--- config.mk ---
export PLATFORM = sky130hd
export DESIGN_NAME = combo_lock_controller_flat
export DESIGN_NICKNAME = d
export VERILOG_FILES = /design/src/rtl/combo_lock_pkg.sv /design/src/rtl/combo_lock_controller_if.sv /design/src/rtl/lockout_timer.sv /design/src/rtl/combo_lock_controller.sv /design/src/flat_wrapper.sv
export SDC_FILE = /design/constraint.sdc
export NUM_CORES = 1
export LEC_CHECK = 0
export CAP_MARGIN = 20
export CORE_AREA = 2 2 84 78
export DETAILED_ROUTE_END_ITERATION = 6
export DIE_AREA = 0 0 86 80
export PLACE_DENSITY_LB_ADDON = 0.3
export SLEW_MARGIN = 25
export SYNTH_ARGS = -nofsm -noshare
export SYNTH_HDL_FRONTEND = slang
export SYNTH_SLANG_ARGS = --single-unit
--- constraint.sdc ---
create_clock -name Clock -period 2.97 [get_ports Clock]
set_clock_uncertainty 0.15 [all_clocks]
set_input_delay 0.594 -clock Clock [delete_from_list [all_inputs] [get_ports Clock]]
set_output_delay 0.594 -clock Clock [all_outputs]
set_load 0.02 [all_outputs]
--- src/rtl/combo_lock_pkg.sv ---
// Shared types and helpers for the combination-lock controller.
// Latency: n/a (declarations and a combinational helper only).
// Backpressure: n/a.
//   state_t       : sequencer states
//   KEY_W         : bits per stored digit
//   NUM_KEYS      : number of push-buttons
//   onehot_to_idx : key vector -> {valid, idx}; valid only for exactly one bit set
package combo_lock_pkg;

  localparam int KEY_W    = 2;
  localparam int NUM_KEYS = 4;

  typedef enum logic [2:0] {
    ENTRY   = 3'd0,
    OPEN    = 3'd1,
    PROG    = 3'd2,
    FAIL    = 3'd3,
    LOCKOUT = 3'd4
  } state_t;

  // idx is the position of the highest set bit; it is only meaningful when
  // valid (exactly one bit set) is returned high.
  function automatic logic [KEY_W:0] onehot_to_idx(input logic [NUM_KEYS-1:0] keys);
    logic [KEY_W-1:0] idx;
    int               ones;
    idx  = '0;
    ones = 0;
    for (int i = 0; i < NUM_KEYS; i++) begin
      if (keys[i]) begin
        idx  = KEY_W'(i);
        ones = ones + 1;
      end
    end
    return {(ones == 1), idx};
  endfunction

endpackage

--- src/rtl/combo_lock_controller_if.sv ---
// Bundle of the lock controller's key inputs and status outputs.
// Latency: n/a (wires only).
// Backpressure: none; key/relock are single-cycle pulses, prog_en is a level.
//   master : drives key_pulse, relock, prog_en; observes the status outputs
//   slave  : the controller; consumes the inputs, drives unlocked, error,
//            locked_out, digit_count, tries_left
interface combo_lock_controller_if #(
  parameter int CODE_LEN  = 4,
  parameter int MAX_TRIES = 3
);
  import combo_lock_pkg::*;

  localparam int DC_W = $clog2(CODE_LEN + 1);
  localparam int TL_W = $clog2(MAX_TRIES + 1);

  logic [NUM_KEYS-1:0] key_pulse;
  logic                relock;
  logic                prog_en;
  logic                unlocked;
  logic                error;
  logic                locked_out;
  logic [DC_W-1:0]     digit_count;
  logic [TL_W-1:0]     tries_left;

  modport master (
    output key_pulse, relock, prog_en,
    input  unlocked, error, locked_out, digit_count, tries_left
  );

  modport slave (
    input  key_pulse, relock, prog_en,
    output unlocked, error, locked_out, digit_count, tries_left
  );

endinterface

--- src/rtl/lockout_timer.sv ---
// One-shot down-counter timing the lockout period.
// Latency: done pulses CYCLES cycles after the edge that samples start.
// Backpressure: none; a new start reloads the counter at any time.
//   Clock  in  : system clock
//   Resetn in  : async active-low reset
//   start  in  : load CYCLES-1 and begin counting
//   done   out : one-cycle pulse while the running counter sits at 0
module lockout_timer #(
  parameter int CYCLES = 150_000_000
) (
  input  logic Clock,
  input  logic Resetn,
  input  logic start,
  output logic done
);

  localparam int CNT_W = (CYCLES > 1) ? $clog2(CYCLES) : 1;

  logic [CNT_W-1:0] cnt_q;
  logic             run_q;

  always_ff @(posedge Clock or negedge Resetn) begin
    if (!Resetn) begin
      cnt_q <= '0;
      run_q <= 1'b0;
    end else if (start) begin
      cnt_q <= CNT_W'(CYCLES - 1);
      run_q <= 1'b1;
    end else if (run_q) begin
      if (cnt_q == '0) begin
        run_q <= 1'b0;
      end else begin
        cnt_q <= cnt_q - CNT_W'(1);
      end
    end
  end

  assign done = run_q && (cnt_q == '0);

endmodule

--- src/rtl/combo_lock_controller.sv ---
// Combination-lock sequencer: matches key presses against the stored code,
// counts failed attempts, enforces a timed lockout and allows reprogramming.
// Latency: 1 cycle, all outputs registered. Backpressure: none, a press is
// consumed (or deliberately ignored) in the cycle it arrives.
//   Clock, Resetn : system clock, async active-low reset
//   bus (slave)   : key_pulse/relock/prog_en in; unlocked, error, locked_out,
//                   digit_count, tries_left out
module combo_lock_controller
  import combo_lock_pkg::*;
#(
  parameter int                        CODE_LEN       = 4,
  parameter logic [KEY_W*CODE_LEN-1:0] INIT_CODE      = 8'b11100100,
  parameter int                        MAX_TRIES      = 3,
  parameter int                        LOCKOUT_CYCLES = 150_000_000
) (
  input  logic                    Clock,
  input  logic                    Resetn,
  combo_lock_controller_if.slave  bus
);

  localparam int DC_W  = $clog2(CODE_LEN + 1);
  localparam int TL_W  = $clog2(MAX_TRIES + 1);
  localparam int IDX_W = $clog2(CODE_LEN);

  localparam logic [DC_W-1:0] LAST_DIGIT = DC_W'(CODE_LEN - 1);
  localparam logic [TL_W-1:0] TRIES_INIT = TL_W'(MAX_TRIES);
  localparam logic [TL_W-1:0] TRIES_ONE  = TL_W'(1);

  // digit i occupies bits [2i+1:2i], i.e. element i of the packed array
  typedef logic [CODE_LEN-1:0][KEY_W-1:0] code_t;

  state_t          state_q;
  code_t           code_q;
  code_t           shadow_q;
  code_t           shadow_d;
  logic            mismatch_q;
  logic [DC_W-1:0] digit_count_q;
  logic [TL_W-1:0] tries_left_q;
  logic            unlocked_q;
  logic            error_q;
  logic            locked_out_q;

  logic [KEY_W:0]   press_dec;
  logic             press_vld;
  logic             press_any;
  logic [KEY_W-1:0] press_idx;
  logic [IDX_W-1:0] slot;
  logic             digit_miss;
  logic             timer_start;
  logic             timer_done;

  assign press_dec = onehot_to_idx(bus.key_pulse);
  assign press_vld = press_dec[KEY_W];
  assign press_idx = press_dec[KEY_W-1:0];
  assign press_any = |bus.key_pulse;

  // digit_count stays below CODE_LEN in ENTRY/PROG, so it addresses a digit directly
  assign slot = digit_count_q[IDX_W-1:0];

  // A multi-key press always counts as a wrong digit.
  assign digit_miss = !press_vld || (press_idx != code_q[slot]);

  // Shadow with the current press merged in, so the final digit can be
  // committed to code_q in the same edge as the earlier ones.
  always_comb begin
    shadow_d       = shadow_q;
    shadow_d[slot] = press_idx;
  end

  // The last allowed failure starts the lockout timer as FAIL is left.
  assign timer_start = (state_q == FAIL) &&
                       ((tries_left_q == TRIES_ONE) || (tries_left_q == '0));

  lockout_timer #(
    .CYCLES (LOCKOUT_CYCLES)
  ) u_lockout_timer (
    .Clock  (Clock),
    .Resetn (Resetn),
    .start  (timer_start),
    .done   (timer_done)
  );

  always_ff @(posedge Clock or negedge Resetn) begin
    if (!Resetn) begin
      state_q       <= ENTRY;
      code_q        <= INIT_CODE;
      shadow_q      <= '0;
      mismatch_q    <= 1'b0;
      digit_count_q <= '0;
      tries_left_q  <= TRIES_INIT;
      unlocked_q    <= 1'b0;
      error_q       <= 1'b0;
      locked_out_q  <= 1'b0;
    end else begin
      error_q <= 1'b0;
      case (state_q)
        ENTRY: begin
          if (bus.relock) begin
            digit_count_q <= '0;
            mismatch_q    <= 1'b0;
          end else if (press_any) begin
            if (digit_count_q == LAST_DIGIT) begin
              digit_count_q <= '0;
              mismatch_q    <= 1'b0;
              if (mismatch_q || digit_miss) begin
                state_q <= FAIL;
                error_q <= 1'b1;
              end else begin
                state_q      <= OPEN;
                unlocked_q   <= 1'b1;
                tries_left_q <= TRIES_INIT;
              end
            end else begin
              digit_count_q <= digit_count_q + DC_W'(1);
              mismatch_q    <= mismatch_q | digit_miss;
            end
          end
        end

        OPEN: begin
          tries_left_q <= TRIES_INIT;
          if (bus.relock) begin
            state_q    <= ENTRY;
            unlocked_q <= 1'b0;
          end else if (press_vld && bus.prog_en) begin
            state_q       <= PROG;
            shadow_q[0]   <= press_idx;
            digit_count_q <= DC_W'(1);
          end
        end

        PROG: begin
          // Aborting leaves code_q untouched; the partial shadow is simply
          // overwritten by the next programming run.
          if (bus.relock) begin
            state_q       <= ENTRY;
            unlocked_q    <= 1'b0;
            digit_count_q <= '0;
          end else if (!bus.prog_en) begin
            state_q       <= OPEN;
            digit_count_q <= '0;
          end else if (press_vld) begin
            if (digit_count_q == LAST_DIGIT) begin
              code_q        <= shadow_d;
              digit_count_q <= '0;
              state_q       <= OPEN;
            end else begin
              shadow_q      <= shadow_d;
              digit_count_q <= digit_count_q + DC_W'(1);
            end
          end
        end

        FAIL: begin
          if (tries_left_q != '0) begin
            tries_left_q <= tries_left_q - TL_W'(1);
          end
          if (timer_start) begin
            state_q      <= LOCKOUT;
            locked_out_q <= 1'b1;
          end else begin
            state_q <= ENTRY;
          end
        end

        LOCKOUT: begin
          if (timer_done) begin
            state_q      <= ENTRY;
            locked_out_q <= 1'b0;
            tries_left_q <= TRIES_INIT;
          end
        end

        default: begin
          state_q       <= ENTRY;
          unlocked_q    <= 1'b0;
          locked_out_q  <= 1'b0;
          digit_count_q <= '0;
          mismatch_q    <= 1'b0;
        end
      endcase
    end
  end

  assign bus.unlocked    = unlocked_q;
  assign bus.error       = error_q;
  assign bus.locked_out  = locked_out_q;
  assign bus.digit_count = digit_count_q;
  assign bus.tries_left  = tries_left_q;

endmodule

--- src/flat_wrapper.sv ---
// flat-port wrapper written by rule: the top's interface ports become plain ports
module combo_lock_controller_flat import combo_lock_pkg::*;
#(
  parameter int                        CODE_LEN       = 4,
  parameter logic [KEY_W*CODE_LEN-1:0] INIT_CODE      = 8'b11100100,
  parameter int                        MAX_TRIES      = 3,
  parameter int                        LOCKOUT_CYCLES = 150_000_000
)
  (Clock, Resetn, bus_key_pulse, bus_relock, bus_prog_en, bus_unlocked, bus_error, bus_locked_out, bus_digit_count, bus_tries_left);
  combo_lock_controller_if #(.CODE_LEN(CODE_LEN), .MAX_TRIES(MAX_TRIES)) bus_i ();
  input  logic Clock;
  input  logic Resetn;
  input wire logic [$bits(bus_i.key_pulse)-1:0] bus_key_pulse;
  input wire logic [$bits(bus_i.relock)-1:0] bus_relock;
  input wire logic [$bits(bus_i.prog_en)-1:0] bus_prog_en;
  output wire logic [$bits(bus_i.unlocked)-1:0] bus_unlocked;
  output wire logic [$bits(bus_i.error)-1:0] bus_error;
  output wire logic [$bits(bus_i.locked_out)-1:0] bus_locked_out;
  output wire logic [$bits(bus_i.digit_count)-1:0] bus_digit_count;
  output wire logic [$bits(bus_i.tries_left)-1:0] bus_tries_left;
  assign bus_i.key_pulse = bus_key_pulse;
  assign bus_i.relock = bus_relock;
  assign bus_i.prog_en = bus_prog_en;
  assign bus_unlocked = bus_i.unlocked;
  assign bus_error = bus_i.error;
  assign bus_locked_out = bus_i.locked_out;
  assign bus_digit_count = bus_i.digit_count;
  assign bus_tries_left = bus_i.tries_left;
  combo_lock_controller #(.CODE_LEN(CODE_LEN), .INIT_CODE(INIT_CODE), .MAX_TRIES(MAX_TRIES), .LOCKOUT_CYCLES(LOCKOUT_CYCLES)) u_core (.Clock(Clock), .Resetn(Resetn), .bus(bus_i));
endmodule
==> impl_metrics.yaml, run 1 <==
clock_tree:
  htree_levels: 2
  clk_path_buf_depth: 2
  cts_root_buffer: "clkbuf_8"
  cts-buffers-inserted: 5
  cts.sinks: 55
  clock_latency_ns: 0.31
  path_clk_slew_ns: 0.10
  cts_tree: "done"
logic_synthesis:
  synth_edf_count: 0
  syn-cell-area_um2: 3190
  syn_inst: 347
  yosysWarnings: 0
  synth_ff_type: "dfrtp_1"
  synthArstFlopShare_pct: 100
  ys_ff_latch: 55
  avgSynthCellArea_um2: 9.19
  ys_types: 55
  yosysSeqAreaShare_pct: 43.4
  syn_nets: 367
worst_setup_path:
  worst-path-max-fanout: 5
  cp.arrival_ns: 3.07
  required_ns: 3.01
  critPathMaxStageDelay_ns: 0.60
  worstSetupEndpointType: "register"
  critPathLaunchType: "input pin"
  crit-reg2reg-launch: "u_core.u_lockout_timer.cnt_q[0]$_DFFE_PN0P_"
  startpoint: "bus_key_pulse[0]"
  path_cells: "dlygate4sd2_1 > inv_2 > ha_4 > buf_4 > buf_4 > nor4bb_1 > nor4_4 > nor4_2 > buf_4 > buf_4 > nand3_2 > nand2_1 > o21ai_0"
  path_common_cell: "buf_4"
  crit_slowest_cell: "nor4bb_1"
  critPathKind: "input pin to register"
global_route:
  grt_max_degree: 30
  grt_pass1_wl_mm: 12.0
  antenna_found_initial: 0
  grt_overflow_total: 0
  grt_usage_pct: 21.9
  grt_pass1_vias: 2502
floorplanning:
  core_area_um2: 5980
  placementRows: 27
  die-area_um2: 6880
  io_pins: 16
  die_x_um: 86
  initial_utilization_pct: 53.3
  dieHeight_um: 80
sta:
  worst_pin_slew_ns: 0.651
  final_hold_viol_count: 0
  fin_crit_ns: 3.03
  final.setup.tns_ns: -0.462
  finalSetupViolations: 12
  layout_setup_ws_ns: -0.0613
  fmax_ghz: 0.330
  fin_crit_sh_pct: 102
  finalMaxSlewViolations: 0
  slew_headroom_pct: 56.0
final_layout:
  drive_gt1_share_pct: 18.5
  area_growth_pct: 19.9
  fin_nets: 403
  num_antenna_cells: 0
  instances_no_fill: 456
  design_area_um2: 3820
  layout_common_cells: "nand2_1, dfrtp_1, o21ai_0"
  fill_cells: 482
power:
  power_density_nw_per_um2: 829
  leakagePower_uw: 0.00165
  power_uw: 3170
  peakVddDrop_uv: 289
route:
  vias: 2646
  wirelength_mm: 7.01
  met3_length_um: 310
  avgViaCountPerCell: 5.80
  met1_length_mm: 3.39
  first_iter_violations: 227
  dr_wl_met2_mm: 3.26
  dr.pass1.iters: 4
  routedWlPerCell_um: 15.4
  top_layer: "met4"
  drc: 0
  ant_nets: 0
placement:
  place_inst: 446
  place_hpwl_mm: 4.97
  place_area_um2: 3560
  portBuffers: 15
  gp_congestion: 0.882
run_status:
  outcome: "finished, violations left"
  failed_checks: "setup timing"
hold_path:
  hp-class: "input pin to asynchronous set/reset pin"
job:
  drv_cap: 0
[cell usage after synthesis (2+ instances only)]
master | n | area, um2
nor4_1 | 5 | 31.3
nor4b_1 | 3 | 26.3
a21oi_1 | 15 | 75.1
dfrtp_1 | 49 | 1230
a31o_2 | 2 | 17.5
or3_1 | 10 | 62.6
nor4_2 | 3 | 37.5
nand4_1 | 2 | 12.5
a211oi_1 | 4 | 30.0
xor2_1 | 5 | 43.8
nand3_1 | 10 | 50.1
ha_1 | 12 | 150
buf_2 | 3 | 15.0
nor2_1 | 30 | 113
mux2_1 | 2 | 22.5
inv_1 | 12 | 45.0
nand2_1 | 49 | 184
nand2b_1 | 4 | 25.0
nor2b_1 | 5 | 31.3
a2111oi_0 | 3 | 26.3
dfstp_2 | 6 | 158
mux2i_1 | 2 | 20.0
or2_2 | 2 | 12.5
and2_1 | 3 | 18.8
or4_1 | 4 | 30.0
xnor2_1 | 14 | 123
a31oi_1 | 3 | 18.8
o21ai_0 | 37 | 185
a21boi_0 | 2 | 15.0
and3_1 | 6 | 37.5
nor3_1 | 10 | 50.1
clkbuf_1 | 7 | 26.3
[power breakdown]
part	internal (uW)	switching, uW
Clock	256	256
Combinational	609	758
Sequential	1020	268
Total	1880	1280
[cell families (layout without fill, tap and decap cells)]
kind of cell / after synthesis / count (layout) / synth area share (%)
compound gates: 80 / 80 / 16.6
mux: 6 / 6 / 2.87
flops: 55 / 55 / 43.4
buf+inv: 23 / 60 / 2.83
xor+xnor: 19 / 19 / 5.22
fa+ha+maj: 12 / 12 / 4.71
simple gates: 152 / 152 / 24.4
[area by class of cell]
class / count / area (um2) / share of cell area (%)
multi-input cells: 269 / 1840 / 48.0
inverters: 12 / 45.0 / 1.18
flip-flops and latches: 55 / 1380 / 36.2
well taps: 72 / 90.1 / 2.36
repair buffers: 40 / 350 / 9.17
clock inverters: 3 / 47.5 / 1.24
clock buffers: 5 / 68.8 / 1.80
[final timing paths]
check	end	slack, ns	cells after the start
worst max-delay path	u_core.shadow_q[4]$_DFFE_PN0P_	-0.06	13
worst min-delay path	u_core.u_lockout_timer.cnt_q[1]$_DFFE_PN0P_	0.14	1
worst max register to register	u_core.bus.tries_left[0]$_DFFE_PN1P_	0.35	8
worst min register to register	u_core.code_q[6]$_DFFE_PN1P_	0.32	2
max in group asynchronous	u_core.code_q[2]$_DFFE_PN1P_	1.89	2
min in group Clock	u_core.code_q[6]$_DFFE_PN1P_	0.32	2
[through the flow]
| stage | worst slack [ns] | utilization [%] | hold WS (ns) |
|---|---|---|---|
| detailed placement | -0.639 | 59.6 | 0.316 |
| finish | -0.0613 | 63.9 | 0.136 |
| floorplan | -0.0313 | - | 0.148 |
| global route | -0.127 | 63.9 | 0.178 |
| global placement | -0.585 | 59.6 | 0.310 |
| CTS | 0.0647 | 62.7 | 0.156 |
[critical path: cells and delay by family]
family / cells / cell delay (ns)
buffers and inverters: 6 / 0.89
and+or+nand+nor: 5 / 1.28
AOI/OAI and AO/OA: 1 / 0.08
adders and majority gates: 1 / 0.22
[layer usage]
layer | global-route usage (%) | vias to the layer above
li1 | - | 1313
met1 | 31.9 | 1272
met2 | 33.1 | 56
met3 | 4.45 | 5
met4 | 5.87 | 0
met5 | 0 | -
[repair_timing]
action / 4_1_cts / 5_1_grt
cloned: 0 / 0
hold buffers: 0 / 0
endpoints found under the setup margin: 24 / 15
setup buffers: 2 / 0
gates resized for setup: 12 / 17
pin swaps: 7 / 8
[registers in the layout, indices dropped and copies added, names as in the netlist]
signal and flops:
u_core.u_lockout_timer.cnt_q 28, u_core.code_q 8, u_core.shadow_q 6, u_core.bus.digit_count 3, u_core.state_q 3, u_core.bus.tries_left 2, u_core.bus.error 1, u_core.bus.locked_out 1
u_core.bus.unlocked 1, u_core.mismatch_q 1, u_core.u_lockout_timer.run_q 1
No activity file was read; power rests on OpenSTA's default activity.
==> run 2, diff against run 1 <==
ABC_AREA = 1   (was default)
CORE_AREA = 2 2 89 82   (was 2 2 84 78)
DIE_AREA = 0 0 91 84   (was 0 0 86 80)
==> run 2 against run 1 <==
Net effect: the run now ends clean; fmax grew 8.6%; die area grew 11%; first-iteration DRC count grew 1.3%; power grew 18%; routed wire length increased by 21%; synthesized cell count increased by 41%; register-to-register slack better by 0.30 ns; critical endpoint is now u_core.bus.unlocked$_DFFE_PN0P_; largest power group unchanged; highest routed layer unchanged.
==> impl_metrics.yaml, run 2 <==
run_status:
  outcome: "finished, final reports clean"
route:
  routedWlPerCell_um: 13.7
  wirelength_mm: 8.49
  vias: 3271
  first_iter_violations: 230
  avgViaCountPerCell: 5.27
  drc: 0
  ant_nets: 0
  dr.pass1.iters: 5
sta:
  worst_pin_slew_ns: 0.790
  finalMaxSlewViolations: 0
  finalSetupViolations: 0
  final_hold_viol_count: 0
  slew_headroom_pct: 47.3
  whs_ns: 0.169
  fin_crit_ns: 2.79
  fin_crit_sh_pct: 94.0
  fmax_ghz: 0.358
floorplanning:
  placementRows: 29
  die-area_um2: 7640
  die_x_um: 91
  dieHeight_um: 84
  io_pins: 16
  core_area_um2: 6820
  initial_utilization_pct: 52.5
logic_synthesis:
  synthArstFlopShare_pct: 100
  synth-xor-area-share_pct: 4.16
  syn_nets: 509
  ys_top_cells_by_count: "nand2_1, nor2_1, dfrtp_1"
  ys_ff_latch: 57
  synth.mux.area_fraction_pct: 0
  synth-simple-area-share_pct: 32.5
  yosysWarnings: 0
  syn-cell-area_um2: 3580
  synth_ff_type: "dfrtp_1"
  avgSynthCellArea_um2: 7.32
  syn_inst: 489
  synth_compound_area_share_pct: 12.2
  synth_top_area_share_pct: 35.7
  synth_top_family_by_area: "simple AND/OR/NAND/NOR gates"
  yosysSeqAreaShare_pct: 40.1
  yosysMostFrequentCell: "nand2_1"
  synth_area_leaders: "dfrtp_1, nand2_1, nor2_1"
  ys_types: 38
  synth_edf_count: 0
  yosysTopAreaCell: "dfrtp_1"
  synth_fa_ha_area_share_pct: 4.20
power:
  power_uw: 3750
  leakagePower_uw: 0.00196
  peakVddDrop_uv: 316
  power_density_nw_per_um2: 905
placement:
  place_inst: 605
  place_hpwl_mm: 6.05
  gp_congestion: 0.969
  portBuffers: 15
  place_area_um2: 3920
clock_tree:
  path_clk_slew_ns: 0.07
  clk_path_buf_depth: 2
  clock_latency_ns: 0.35
  cts-buffers-inserted: 9
  post_cts_resized: 0
  cts_tree: "done"
  ctsHoldBuffers: 0
  htree_levels: 3
  cts_root_buffer: "clkbuf_8"
  cts.sinks: 57
  cts_setup_buffers: 0
global_route:
  grt_pass1_wl_mm: 15.0
  antenna_found_initial: 0
  grt_max_degree: 35
  grt_pass1_vias: 3198
  grt_overflow_total: 0
  grt_usage_pct: 24.4
final_layout:
  design_area_um2: 4140
  instances_no_fill: 621
  num_antenna_cells: 0
  mostFrequentLayoutCell: "nand2_1"
  layout_common_cells: "nand2_1, nor2_1, dfrtp_1"
  largest_registers: "u_core.u_lockout_timer.cnt_q x28, u_core.code_q x8, u_core.shadow_q x8"
  drive_gt1_share_pct: 12.3
  regMostFlops: "u_core.u_lockout_timer.cnt_q"
  fin_nets: 543
  area_growth_pct: 15.6
  largest_reg_flops: 28
worst_setup_path:
  required_ns: 3.05
  critPathLaunchType: "input pin"
  critPathKind: "input pin to register"
  worst-path-max-fanout: 4
  worstSetupEndpointType: "register"
  cp.arrival_ns: 2.87
  r2r_slack_ns: 0.65
job:
  drv_cap: 0
hold_path:
  hp-class: "input pin to asynchronous set/reset pin"
[run 2: cell types whose count changed in the layout (fill, tap and decap cells not counted), sizes merged, moves of 10 or more]
cell,before,now
buf,26,16
nand2,49,143
inv,13,52
nor2,30,71
nand3,11,33
or3,10,0
xnor2,14,4
[run 2: metrics by stage]
stage	utilization, %	setup TNS (ns)	setup WS (ns)
5_1_grt	60.7	-0.0264	-0.0243
6_report	60.7	0	0.178
3_3_place_gp	57.4	-1.52	-0.117
4_1_cts	60.1	0	0.126
3_5_place_dp	57.4	-3.86	-0.250
2_1_floorplan	-	0	0.429
[run 2: path summary, 6_finish.rpt]
kind,start,endpoint,cells after the start
max,bus_key_pulse[0],u_core.bus.unlocked$_DFFE_PN0P_,17
min,Resetn,u_core.bus.unlocked$_DFFE_PN0P_,1
max reg2reg,u_core.bus.tries_left[0]$_DFFE_PN1P_,u_core.u_lockout_timer.cnt_q[5]$_DFFE_PN0P_,9
min reg2reg,u_core.code_q[6]$_DFFE_PN1P_,u_core.code_q[6]$_DFFE_PN1P_,2
max in group asynchronous,Resetn,u_core.code_q[7]$_DFFE_PN1P_,2
min in group Clock,u_core.code_q[6]$_DFFE_PN1P_,u_core.code_q[6]$_DFFE_PN1P_,2
[run 2: where the power goes]
group | switching, uW | internal (uW) | total (uW)
sequential | 282 | 1070 | 1350
clock | 353 | 324 | 677
combinational | 1080 | 634 | 1720
[run 2: layout make-up]
cell class                 instances  area, um2
clock inverter                     6       43.8
inverter                          53        200
multi-input combinational        372       1940
fill                             638       2680
sequential                        57       1430
timing repair buffer              30        270
tap                               93        116
clock buffer                      10        138
[run 2: cells by family after synthesis]
kind of cell,after synthesis
adder cells (fa/ha/maj),12
buffers and inverters,60
XOR/XNOR,17
AO/OA/AOI/OAI,73
AND/OR/NAND/NOR,270
flip-flops,57
[run 2: layer usage]
layer  vias to the layer above  GRT usage, %  wire length [um]
met5                         -             0                 0
met2                        98          36.4              3670
met4                         0          5.51                87
met1                      1513          35.0              4210
li1                       1650             -                 -
met3                        10          7.14               524
[run 2: worst max-delay path: stages]
cell and delay [ns]:
clkdlybuf4s50_1 0.48, inv_1 0.09, ha_4 0.29, nand2_1 0.05, inv_1 0.09, nor2_2 0.04, ha_1 0.28, nor2_1 0.09
o21ai_0 0.08, nand2_1 0.10, nand2_2 0.11, nor2_2 0.11, nand2_2 0.10, nand2_2 0.10, nand3_1 0.10, nand2_1 0.08
o21ai_1 0.08
==> run 3, diff against run 2 <==
--- a/config.mk
+++ b/config.mk
@@ -12,3 +12,3 @@
 export DIE_AREA = 0 0 91 84
-export PLACE_DENSITY_LB_ADDON = 0.3
+export PLACE_DENSITY = 0.82
 export SLEW_MARGIN = 25
--- a/constraint.sdc
+++ b/constraint.sdc
@@ -4,2 +4,2 @@
 set_output_delay 0.594 -clock Clock [all_outputs]
-set_load 0.02 [all_outputs]
+set_load 0.005 [all_outputs]
==> run 3 against run 2 <==
Net effect: via count up 1.7%; hold slack worse by 0.16 ns; clock-buffer cell count unchanged; cell area up 0.79%; setup slack worse by 0.011 ns; cell count down 0.16%; clock power up 30%; largest cell class unchanged; highest routed layer unchanged.
==> impl_metrics.yaml, run 3 (synthesized netlist as in run 2, its figures left out) <==
run_status:
  outcome: "finished, final reports clean"
hold_path:
  hp-class: "input pin to asynchronous set/reset pin"
power:
  p_int_uw: 2270
  pwr-share-clk_pct: 22.6
  power_uw: 3900
  power_frac_seq_pct: 34.8
  comb_power_share_pct: 42.6
  peakVddDrop_uv: 312
  power_density_nw_per_um2: 936
  p_switching_uw: 1640
  switching_share_pct: 41.9
  leakagePower_uw: 0.00199
worst_setup_path:
  crit_slowest_cell: "clkdlybuf4s50_1"
  path_cells: "clkdlybuf4s50_1 > inv_1 > ha_4 > nand2_1 > inv_1 > nor2_2 > ha_1 > nor2_1 > o21ai_0 > nand2_1 > nand2_2 > buf_4 > nor3_4 > inv_2 > nand2_1 > o21ai_2"
  startpoint: "bus_key_pulse[0]"
  critPathKind: "input pin to register"
  path_common_cell: "nand2_1"
  required_ns: 3.03
  crit-reg2reg-launch: "u_core.bus.tries_left[0]$_DFFE_PN1P_"
  cp.arrival_ns: 2.87
  critPathLaunchType: "input pin"
  worst-path-max-fanout: 9
  critPathMaxStageDelay_ns: 0.48
  worstSetupEndpointType: "register"
final_layout:
  area_growth_pct: 16.5
  fill_cells: 591
  largest_reg_flops: 28
  largest_registers: "u_core.u_lockout_timer.cnt_q x28, u_core.code_q x8, u_core.shadow_q x8"
  instances_no_fill: 620
  layout_common_cells: "nand2_1, nor2_1, dfrtp_1"
  seq_area_um2: 1430
  fin_nets: 542
  mostFrequentLayoutCell: "nand2_1"
  multi_input_area_um2: 1930
  drive_gt1_share_pct: 12.0
  num_antenna_cells: 0
  regMostFlops: "u_core.u_lockout_timer.cnt_q"
sta:
  finalSetupViolations: 0
  fin_crit_sh_pct: 94.4
  worst_pin_slew_ns: 0.477
  fmax_ghz: 0.357
  fin_crit_ns: 2.80
  rsz0062_at_grt: "no"
  slew_headroom_pct: 68.2
  final_hold_viol_count: 0
  finalMaxSlewViolations: 0
job:
  drv_cap: 0
route:
  first_iter_violations: 226
  ant_nets: 0
  wirelength_mm: 8.18
  routedWlPerCell_um: 13.2
  drc: 0
  vias: 3327
  dr.pass1.iters: 5
  avgViaCountPerCell: 5.37
placement:
  place_hpwl_mm: 5.89
  place_inst: 603
  gp_congestion: 0.975
  portBuffers: 15
floorplanning:
  die_x_um: 91
  placementRows: 29
  initial_utilization_pct: 52.5
  die-area_um2: 7640
  core_area_um2: 6820
  dieHeight_um: 84
  io_pins: 16
global_route:
  grt_overflow_total: 0
  grt_max_degree: 25
  grt_usage_pct: 22.8
  grt_pass1_vias: 3069
  grt_pass1_wl_mm: 14.2
  antenna_found_initial: 0
clock_tree:
  clock_latency_ns: 0.33
  cts_tree: "done"
  ctsHoldBuffers: 0
  cts.sinks: 57
  path_clk_slew_ns: 0.07
  cts-buffers-inserted: 9
  cts_root_buffer: "clkbuf_8"
  clk_path_buf_depth: 2
  htree_levels: 3
==> run 3: cell types whose count changed in the layout (fill, tap and decap cells not counted), sizes merged <==
cell | before | now
clkinvlp | 4 | 0
buf | 16 | 15
clkinv | 3 | 4
bufinv | 0 | 3
==> run 3: cell type report <==
class,instances,share of cell area (%)
flip-flops and latches,57,34.4
well taps,93,2.79
repair buffers,29,6.00
inverters,53,4.80
multi-input cells,372,46.2
clock inverters,6,2.52
clock buffers,10,3.30
==> run 3: per-layer routing <==
layer	part of all wire (%)	up-vias	GRT usage (%)	wire length, um
li1	-	1648	-	-
met5	0	-	0	0
met3	6.7	12	4.79	548
met2	46	114	34.4	3730
met4	1.2	0	6.47	102
met1	46	1553	33.1	3800
==> run 3: metrics by stage <==
stage          TNS [ns]  hold slack [ns]  area, um2  setup slack (ns)  util, %
2_1_floorplan         0            0.148       3580             0.429        -
3_3_place_gp      -1.28            0.304       3890            -0.121     57.0
3_5_place_dp      -2.81            0.304       3890            -0.219     57.0
4_1_cts               0           0.0165       4130             0.130     60.6
5_1_grt               0           0.0204       4170           0.00567     61.1
6_report              0           0.0130       4170             0.167     61.1
==> run 3: path summary, 6_finish.rpt <==
path	slack, ns	to	depth (start not counted)
min	0.01	u_core.shadow_q[6]$_DFFE_PN0P_	1
min in group Clock	0.31	u_core.code_q[2]$_DFFE_PN1P_	2
max	0.17	u_core.code_q[1]$_DFFE_PN0P_	16
max in group asynchronous	1.97	u_core.bus.tries_left[1]$_DFFE_PN1P_	2
min reg2reg	0.31	u_core.code_q[2]$_DFFE_PN1P_	2
max reg2reg	0.29	u_core.u_lockout_timer.cnt_q[5]$_DFFE_PN0P_	9
==> run 3: what timing repair did <==
item / in CTS / in global routing
buffers inserted: 0 / 1
endpoints found under the setup margin: 0 / 6
gates resized for setup: 0 / 6
==> run 3: worst max-delay path, delay by kind of cell <==
| kind | cells | cell delay, ns |
|---|---|---|
| and+or+nand+nor | 7 | 0.64 |
| buffers and inverters | 5 | 0.92 |
| AOI/OAI and AO/OA | 2 | 0.14 |
| adders and majority gates | 2 | 0.56 |
==> run 3: power groups by stage <==
stage               Sequential, uW  Clock (uW)  Combinational, uW
global route                  1400         939               1880
finish                        1360         883               1660
detailed placement            1360           0               1610
floorplan                     1300           0               1210
CTS                           1350         895               1640
global placement              1350           0               1550
